File: src/rtl/msp430_bb_pkg.sv
// Shared types and helpers for the blackbone external-port arbiter.
package msp430_bb_pkg;

  localparam int NUM_REQ_MIN   = 2;
  localparam int NUM_REQ_MAX   = 16;
  localparam int READ_LAT_MIN  = 1;
  localparam int READ_LAT_MAX  = 4;
  localparam int MAX_BURST_MIN = 1;
  localparam int MAX_BURST_MAX = 255;

  localparam int IDX_W  = $clog2(NUM_REQ_MAX);
  localparam int BCNT_W = 8;

  typedef logic [IDX_W:0] cnt_t;

  typedef struct packed {
    logic             found;
    logic [IDX_W-1:0] idx;
  } pick_t;

  function automatic int id_w(input int n);
    return (n <= NUM_REQ_MIN) ? 1 : $clog2(n);
  endfunction

  function automatic int clamp(input int v, input int lo, input int hi);
    return (v < lo) ? lo : ((v > hi) ? hi : v);
  endfunction

  // First set bit of req at or above ptr, wrapping at n. Scanning the offsets
  // downward lets the smallest offset overwrite the result last.
  function automatic pick_t rr_pick(input logic [NUM_REQ_MAX-1:0] req,
                                    input logic [IDX_W-1:0]       ptr,
                                    input cnt_t                   n);
    pick_t p;
    cnt_t  k;
    p = '0;
    for (int off = NUM_REQ_MAX - 1; off >= 0; off--) begin
      k = cnt_t'(ptr) + cnt_t'(off);
      if (k >= n) k = k - n;
      if ((cnt_t'(off) < n) && req[k[IDX_W-1:0]]) begin
        p.found = 1'b1;
        p.idx   = k[IDX_W-1:0];
      end
    end
    return p;
  endfunction

endpackage

File: src/rtl/msp430_bb_rr_arbiter.sv
// Combinational round-robin picker with the rotating pointer and the
// burst-lock counter that lets one requester keep the bus for a bounded run.
module msp430_bb_rr_arbiter
  import msp430_bb_pkg::*;
#(
  parameter int NUM_REQ   = 4,
  parameter int MAX_BURST = 8,
  parameter int ID_W      = 2
) (
  input  logic               clk,
  input  logic               rst,
  input  logic [NUM_REQ-1:0] req_i,
  input  logic [NUM_REQ-1:0] lock_i,
  output logic [NUM_REQ-1:0] gnt_o,
  output logic [ID_W-1:0]    win_o,
  output logic               found_o
);
  localparam int                MB        = clamp(MAX_BURST, MAX_BURST_MIN, MAX_BURST_MAX);
  localparam logic [BCNT_W-1:0] BURST_LIM = BCNT_W'(MB - 1);

  logic [NUM_REQ_MAX-1:0] req_ext;
  pick_t                  pick;
  logic [ID_W-1:0]        ptr_q, ptr_d;
  logic [BCNT_W-1:0]      bcnt_q, bcnt_d, bcnt_eff;

  always_comb begin
    req_ext                = '0;
    req_ext[NUM_REQ-1:0]   = req_i;
    pick                   = rr_pick(req_ext, IDX_W'(ptr_q), cnt_t'(NUM_REQ));
    win_o                  = ID_W'(pick.idx);
    found_o                = pick.found;
    gnt_o                  = '0;
    // A locked owner that withdraws its request forfeits the rest of its burst.
    bcnt_eff               = req_i[ptr_q] ? bcnt_q : '0;
    ptr_d                  = ptr_q;
    bcnt_d                 = bcnt_eff;
    if (pick.found) begin
      gnt_o[win_o] = 1'b1;
      if (lock_i[win_o] && (bcnt_eff < BURST_LIM)) begin
        ptr_d  = win_o;
        bcnt_d = bcnt_eff + BCNT_W'(1);
      end else begin
        ptr_d  = (win_o == ID_W'(NUM_REQ - 1)) ? '0 : win_o + ID_W'(1);
        bcnt_d = '0;
      end
    end
  end

  always_ff @(posedge clk or negedge rst) begin
    if (!rst) begin
      ptr_q  <= '0;
      bcnt_q <= '0;
    end else begin
      ptr_q  <= ptr_d;
      bcnt_q <= bcnt_d;
    end
  end

endmodule

File: src/rtl/msp430_bb_arbiter.sv
// Blackbone external-port arbiter: round-robin grant, registered issue stage and
// an in-order read-return pipeline routing bb_ext_dout_i back to its requester.
module msp430_bb_arbiter
  import msp430_bb_pkg::*;
#(
  parameter int NUM_REQ      = 4,
  parameter int AW           = 16,
  parameter int DW           = 16,
  parameter int READ_LATENCY = 1,
  parameter int MAX_BURST    = 8
) (
  input  logic                      clk,
  input  logic                      rst,
  input  logic [NUM_REQ-1:0]        req_i,
  input  logic [NUM_REQ-1:0]        lock_i,
  input  logic [NUM_REQ*AW-1:0]     addr_i,
  input  logic [NUM_REQ*DW-1:0]     din_i,
  input  logic [NUM_REQ*(DW/8)-1:0] we_i,
  output logic [NUM_REQ-1:0]        gnt_o,
  output logic [NUM_REQ-1:0]        rvalid_o,
  output logic [DW-1:0]             rdata_o,
  output logic                      busy_o,
  output logic [AW-1:0]             bb_ext_addr_o,
  output logic [DW-1:0]             bb_ext_din_o,
  output logic                      bb_ext_en_o,
  output logic [DW/8-1:0]           bb_ext_we_o,
  input  logic [DW-1:0]             bb_ext_dout_i
);
  localparam int BW    = DW / 8;
  localparam int ID_W  = id_w(NUM_REQ);
  localparam int RL    = clamp(READ_LATENCY, READ_LAT_MIN, READ_LAT_MAX);
  localparam int DEPTH = RL + 1;

  logic [AW-1:0] addr_a [NUM_REQ];
  logic [DW-1:0] din_a  [NUM_REQ];
  logic [BW-1:0] we_a   [NUM_REQ];

  for (genvar gi = 0; gi < NUM_REQ; gi++) begin : g_unpack
    assign addr_a[gi] = addr_i[gi*AW +: AW];
    assign din_a[gi]  = din_i[gi*DW +: DW];
    assign we_a[gi]   = we_i[gi*BW +: BW];
  end

  logic [ID_W-1:0] win;
  logic            found;
  logic            issue_rd;

  msp430_bb_rr_arbiter #(
    .NUM_REQ   (NUM_REQ),
    .MAX_BURST (MAX_BURST),
    .ID_W      (ID_W)
  ) u_rr (
    .clk     (clk),
    .rst     (rst),
    .req_i   (req_i),
    .lock_i  (lock_i),
    .gnt_o   (gnt_o),
    .win_o   (win),
    .found_o (found)
  );

  assign issue_rd = found && (we_a[win] == '0);

  logic          en_q;
  logic [BW-1:0] we_q;
  logic [AW-1:0] addr_q;
  logic [DW-1:0] din_q;

  // Address and data keep their last value in idle cycles; only the strobes drop.
  always_ff @(posedge clk or negedge rst) begin
    if (!rst) begin
      en_q   <= 1'b0;
      we_q   <= '0;
      addr_q <= '0;
      din_q  <= '0;
    end else begin
      en_q <= found;
      if (found) begin
        we_q   <= we_a[win];
        addr_q <= addr_a[win];
        din_q  <= din_a[win];
      end else begin
        we_q <= '0;
      end
    end
  end

  // Stage k holds the read issued on the bus k cycles ago; stage RL is the
  // cycle in which the memory drives its data.
  logic [DEPTH-1:0]           pv_q;
  logic [DEPTH-1:0][ID_W-1:0] pid_q;
  logic [NUM_REQ-1:0]         rvalid_q;
  logic [DW-1:0]              rdata_q;

  always_ff @(posedge clk or negedge rst) begin
    if (!rst) begin
      pv_q     <= '0;
      pid_q    <= '0;
      rvalid_q <= '0;
      rdata_q  <= '0;
    end else begin
      pv_q     <= {pv_q[DEPTH-2:0], issue_rd};
      pid_q    <= {pid_q[DEPTH-2:0], win};
      rvalid_q <= pv_q[RL] ? (NUM_REQ'(1) << pid_q[RL]) : '0;
      if (pv_q[RL]) rdata_q <= bb_ext_dout_i;
    end
  end

  assign bb_ext_en_o   = en_q;
  assign bb_ext_we_o   = we_q;
  assign bb_ext_addr_o = addr_q;
  assign bb_ext_din_o  = din_q;
  assign rvalid_o      = rvalid_q;
  assign rdata_o       = rdata_q;
  assign busy_o        = |pv_q;

endmodule
File: config.mk
export PLATFORM = sky130hd
export DESIGN_NAME = msp430_bb_arbiter
export DESIGN_NICKNAME = d
export VERILOG_FILES = /design/src/rtl/msp430_bb_pkg.sv /design/src/rtl/msp430_bb_rr_arbiter.sv /design/src/rtl/msp430_bb_arbiter.sv
export SDC_FILE = /design/constraint.sdc
export NUM_CORES = 1
export LEC_CHECK = 0
export ABC_AREA = 1
export CAP_MARGIN = 15
export CELL_PAD_IN_SITES_DETAIL_PLACEMENT = 1
export CELL_PAD_IN_SITES_GLOBAL_PLACEMENT = 1
export CORE_MARGIN = 4
export CORE_UTILIZATION = 27
export DETAILED_ROUTE_END_ITERATION = 16
export GPL_TIMING_DRIVEN = 0
export HOLD_SLACK_MARGIN = 0.06
export PLACE_DENSITY_LB_ADDON = 0.1
export SYNTH_ARGS = -nofsm -noshare
export SYNTH_HDL_FRONTEND = slang
export SYNTH_SLANG_ARGS = --single-unit
File: constraint.sdc
create_clock -name clk -period 3.2 [get_ports clk]
set_input_delay 0.48 -clock clk [delete_from_list [all_inputs] [get_ports clk]]
set_output_delay 0.48 -clock clk [all_outputs]
set_load 0.03 [all_outputs]
==> flow_summary.ini <==
[die]
die_y_um = 131
initial_utilization_pct = 27.8
fp.dieW_um = 131
io_pins = 222
core-area_um2 = 14600
fp-row-count = 44
die-area_um2 = 17100

[grt]
grt_max_degree = 38
grt_pass1_vias = 5076
antenna_found_initial = 0
gr-total-overflow = 0
grt_usage_pct = 19.7
grt_pass1_wl_um = 26100

[outcome]
status = complete, no violations

[clock_tree]
clk_pin_slew_ps = 60
cts_buffers = 9
cts_sinks = 71
cts-root-buf = clkbuf_16
cts_hold_buf = 0
cts_buffer_depth = 2
clk_latency_ps = 340
cts_tree = built
cts_max_level = 3

[worst_setup_path]
r2r-end = bb_ext_din_o[4]$_DFFE_PN0N_
end_kind = output pin
cp_slowest_stage_delay_ps = 410
r2r_start = u_rr.ptr_q[1]$_DFFE_PN0N_
cp_max_fo = 11
cp.buffers_inverters = 6
crit_path_start = u_rr.ptr_q[1]$_DFFE_PN0N_
crit_slowest_cell = dfrtp_2
endpoint = gnt_o[2]
r2r_slack_ps = 760
critical-path-top-delay-family = simple AND/OR/NAND/NOR gates
arrival_ps = 2510
crit_cells = 15
required_ps = 2720
rr_worst_depth = 15
worst-setup-path-type = flip-flop to output pin
cp-start-kind = flip-flop
crit_chain = inv_2 > ha_4 > inv_1 > nand3_1 > inv_1 > nor2_1 > nand2_1 > nand2_2 > nand2_2 > nand2_8 > buf_6 > ha_1 > nand2_1 > inv_1 > clkbuf_4
crit_top_cell = inv_1

[yosys]
yosysSeqAreaShare_pct = 43.6
yosysTopAreaCell = dfrtp_1
synth_area_per_cell_um2 = 7.46
synth-seq-cells = 71
synth_area_leaders = dfrtp_1 44%, nand2_1 20%, o211ai_1 5.9%, a31oi_1 4.9%, nor2_1 4.2%
syn_area_um2 = 4080
yosysTopAreaCellShare_pct = 43.6
synthDistinctLibCells = 32
synth_warnings = 0
syn_inst = 546

[timing]
fin_ws_ps = 210
max-slew-margin-rel_pct = 66.1
tightest_slew_ps = 508
slew_viol_final = 0
fin_crit_sh_pct = 93.4
finalSetupTns_ps = 0
fmax_mhz = 334
min_period_ps = 2990
skew_ps = 7.99
hold_viol = 0
setup_viol = 0

[finish]
fillers = 1823
antenna_cells = 0
final_common_cell = clkdlybuf4s50_1
finalNonFillerCells = 976
syn_to_final_growth_pct = 71.2
final_area_um2 = 6980
final_cell_mix = 216 x clkdlybuf4s50_1, 214 x nand2_1, 69 x dfrtp_1, 45 x nor2_1
drive_above_1_share_pct = 9.22
nets = 958

[placed_design]
gp_congestion = 0.842
post-place-ws_ps = -644
hpwl_um = 13200
portBuffers = 221
place_area_um2 = 6550
dp_cells = 955

[power_and_ir_drop]
p_int_mw = 4.61
power_frac_seq_pct = 16.7
power.density_nw_per_um2 = 1360
vdd_drop_max_mv = 0.528
power.switching_mw = 4.85
p_comb_share_pct = 71.7
p_sw_share_pct = 51.2
share_clk_of_total_power_pct = 11.6
leakage_nw = 3.16

[route]
drc_errors = 0
num_vias = 4529
drtIter0Drc = 118
drt-total-wl_um = 16500
wl_per_cell_um = 16.9
dr.pass1.iters = 4
final_antenna_net_count = 0
vias_per_cell = 4.64

[run]
maxCapViolCount = 0

[worst_hold_path]
min_path_type = input port to asynchronous set/reset pin
[cell type report]
class	instances	area, µm²	area share (%)
sequential	71	1780	25.5
buffer	31	183	2.62
tap	184	230	3.30
clock inverter	7	101	1.45
inverter	28	115	1.65
clock buffer	9	225	3.23
timing repair buffer	228	2260	32.4
multi-input combinational	418	2080	29.9
[logic make-up after synthesis]
family | after synthesis | share of synthesized area (%)
and+or+nand+nor | 331 | 34.4
AOI/OAI and AO/OA | 72 | 12.0
DFF | 71 | 43.6
buffers and inverters | 60 | 6.79
adders and majority gates | 9 | 2.76
xor gates and xnor gates | 2 | 0.430
other | 1 | 0.0920
[routing by layer]
metal / track usage [%] / part of all wire, % / vias to the layer above
met3: 6.18 / 7.4 / 16
li1: - / - / 2246
met1: 22.9 / 41 / 2108
met4: 5.63 / 1.7 / 0
met2: 34.8 / 50 / 159
met5: 0 / 0 / -
[stage by stage]
stage	utilization (%)	power, mW	hold slack (ps)
6_report	47.6	9.46	103
5_1_grt	47.6	10.4	124
4_1_cts	47.4	9.50	109
3_5_place_dp	44.7	8.19	336
3_3_place_gp	44.6	8.03	336
2_1_floorplan	-	5.80	184
[flip-flops by register name (all words and copies together) (netlist names)]
name,flops
u_rr.bcnt_q,8
u_rr.ptr_q,2
bb_ext_we_o,2
rdata_o,16
pv_q,2
bb_ext_en_o,1
pid_q,4
bb_ext_addr_o,16
rvalid_o,4
bb_ext_din_o,16
[Yosys cell counts (all sizes together)]
master,count
dfrtp,71
and2,3
o22ai,1
xnor2,1
ha,9
o21ai,4
conb,1
or2,34
xor2,1
buf,26
nand4,3
nor3,4
clkbuf,6
a211oi,1
nand2,221
nor2,46
o211ai,32
nand3,20
a31oi,32
a21oi,2
inv,28
[power by group through the flow]
stage          registers, mW  clock network [mW]  logic (mW)
2_1_floorplan           2.25                   0        3.55
3_3_place_gp            1.59                   0        6.44
3_5_place_dp            1.61                   0        6.57
4_1_cts                 1.59                1.14        6.77
5_1_grt                 1.64                1.18        7.57
6_report                1.58                1.10        6.78
[what timing repair did]
| action | 4_1_cts | 5_1_grt |
|---|---|---|
| resized for setup | 25 | 18 |
| pin swaps | 1 | 1 |
| buffers inserted | 2 | 4 |
| endpoints found under the setup margin | 4 | 4 |
[worst min-delay path by stage]
stage,startpoint,end,slack [ps],cells after the start
finish,rst,rdata_o[2]$_DFFE_PN0P_,100,1
global route,rst,rdata_o[1]$_DFFE_PN0P_,120,1
CTS,rst,rdata_o[1]$_DFFE_PN0P_,110,1
detailed placement,pid_q[1]$_DFF_PN0_,pid_q[3]$_DFF_PN0_,340,0
global placement,pid_q[0]$_DFF_PN0_,pid_q[2]$_DFF_PN0_,340,0
floorplan,rst,bb_ext_addr_o[0]$_DFFE_PN0N_,180,0
Power figures use the tool's default switching activity.
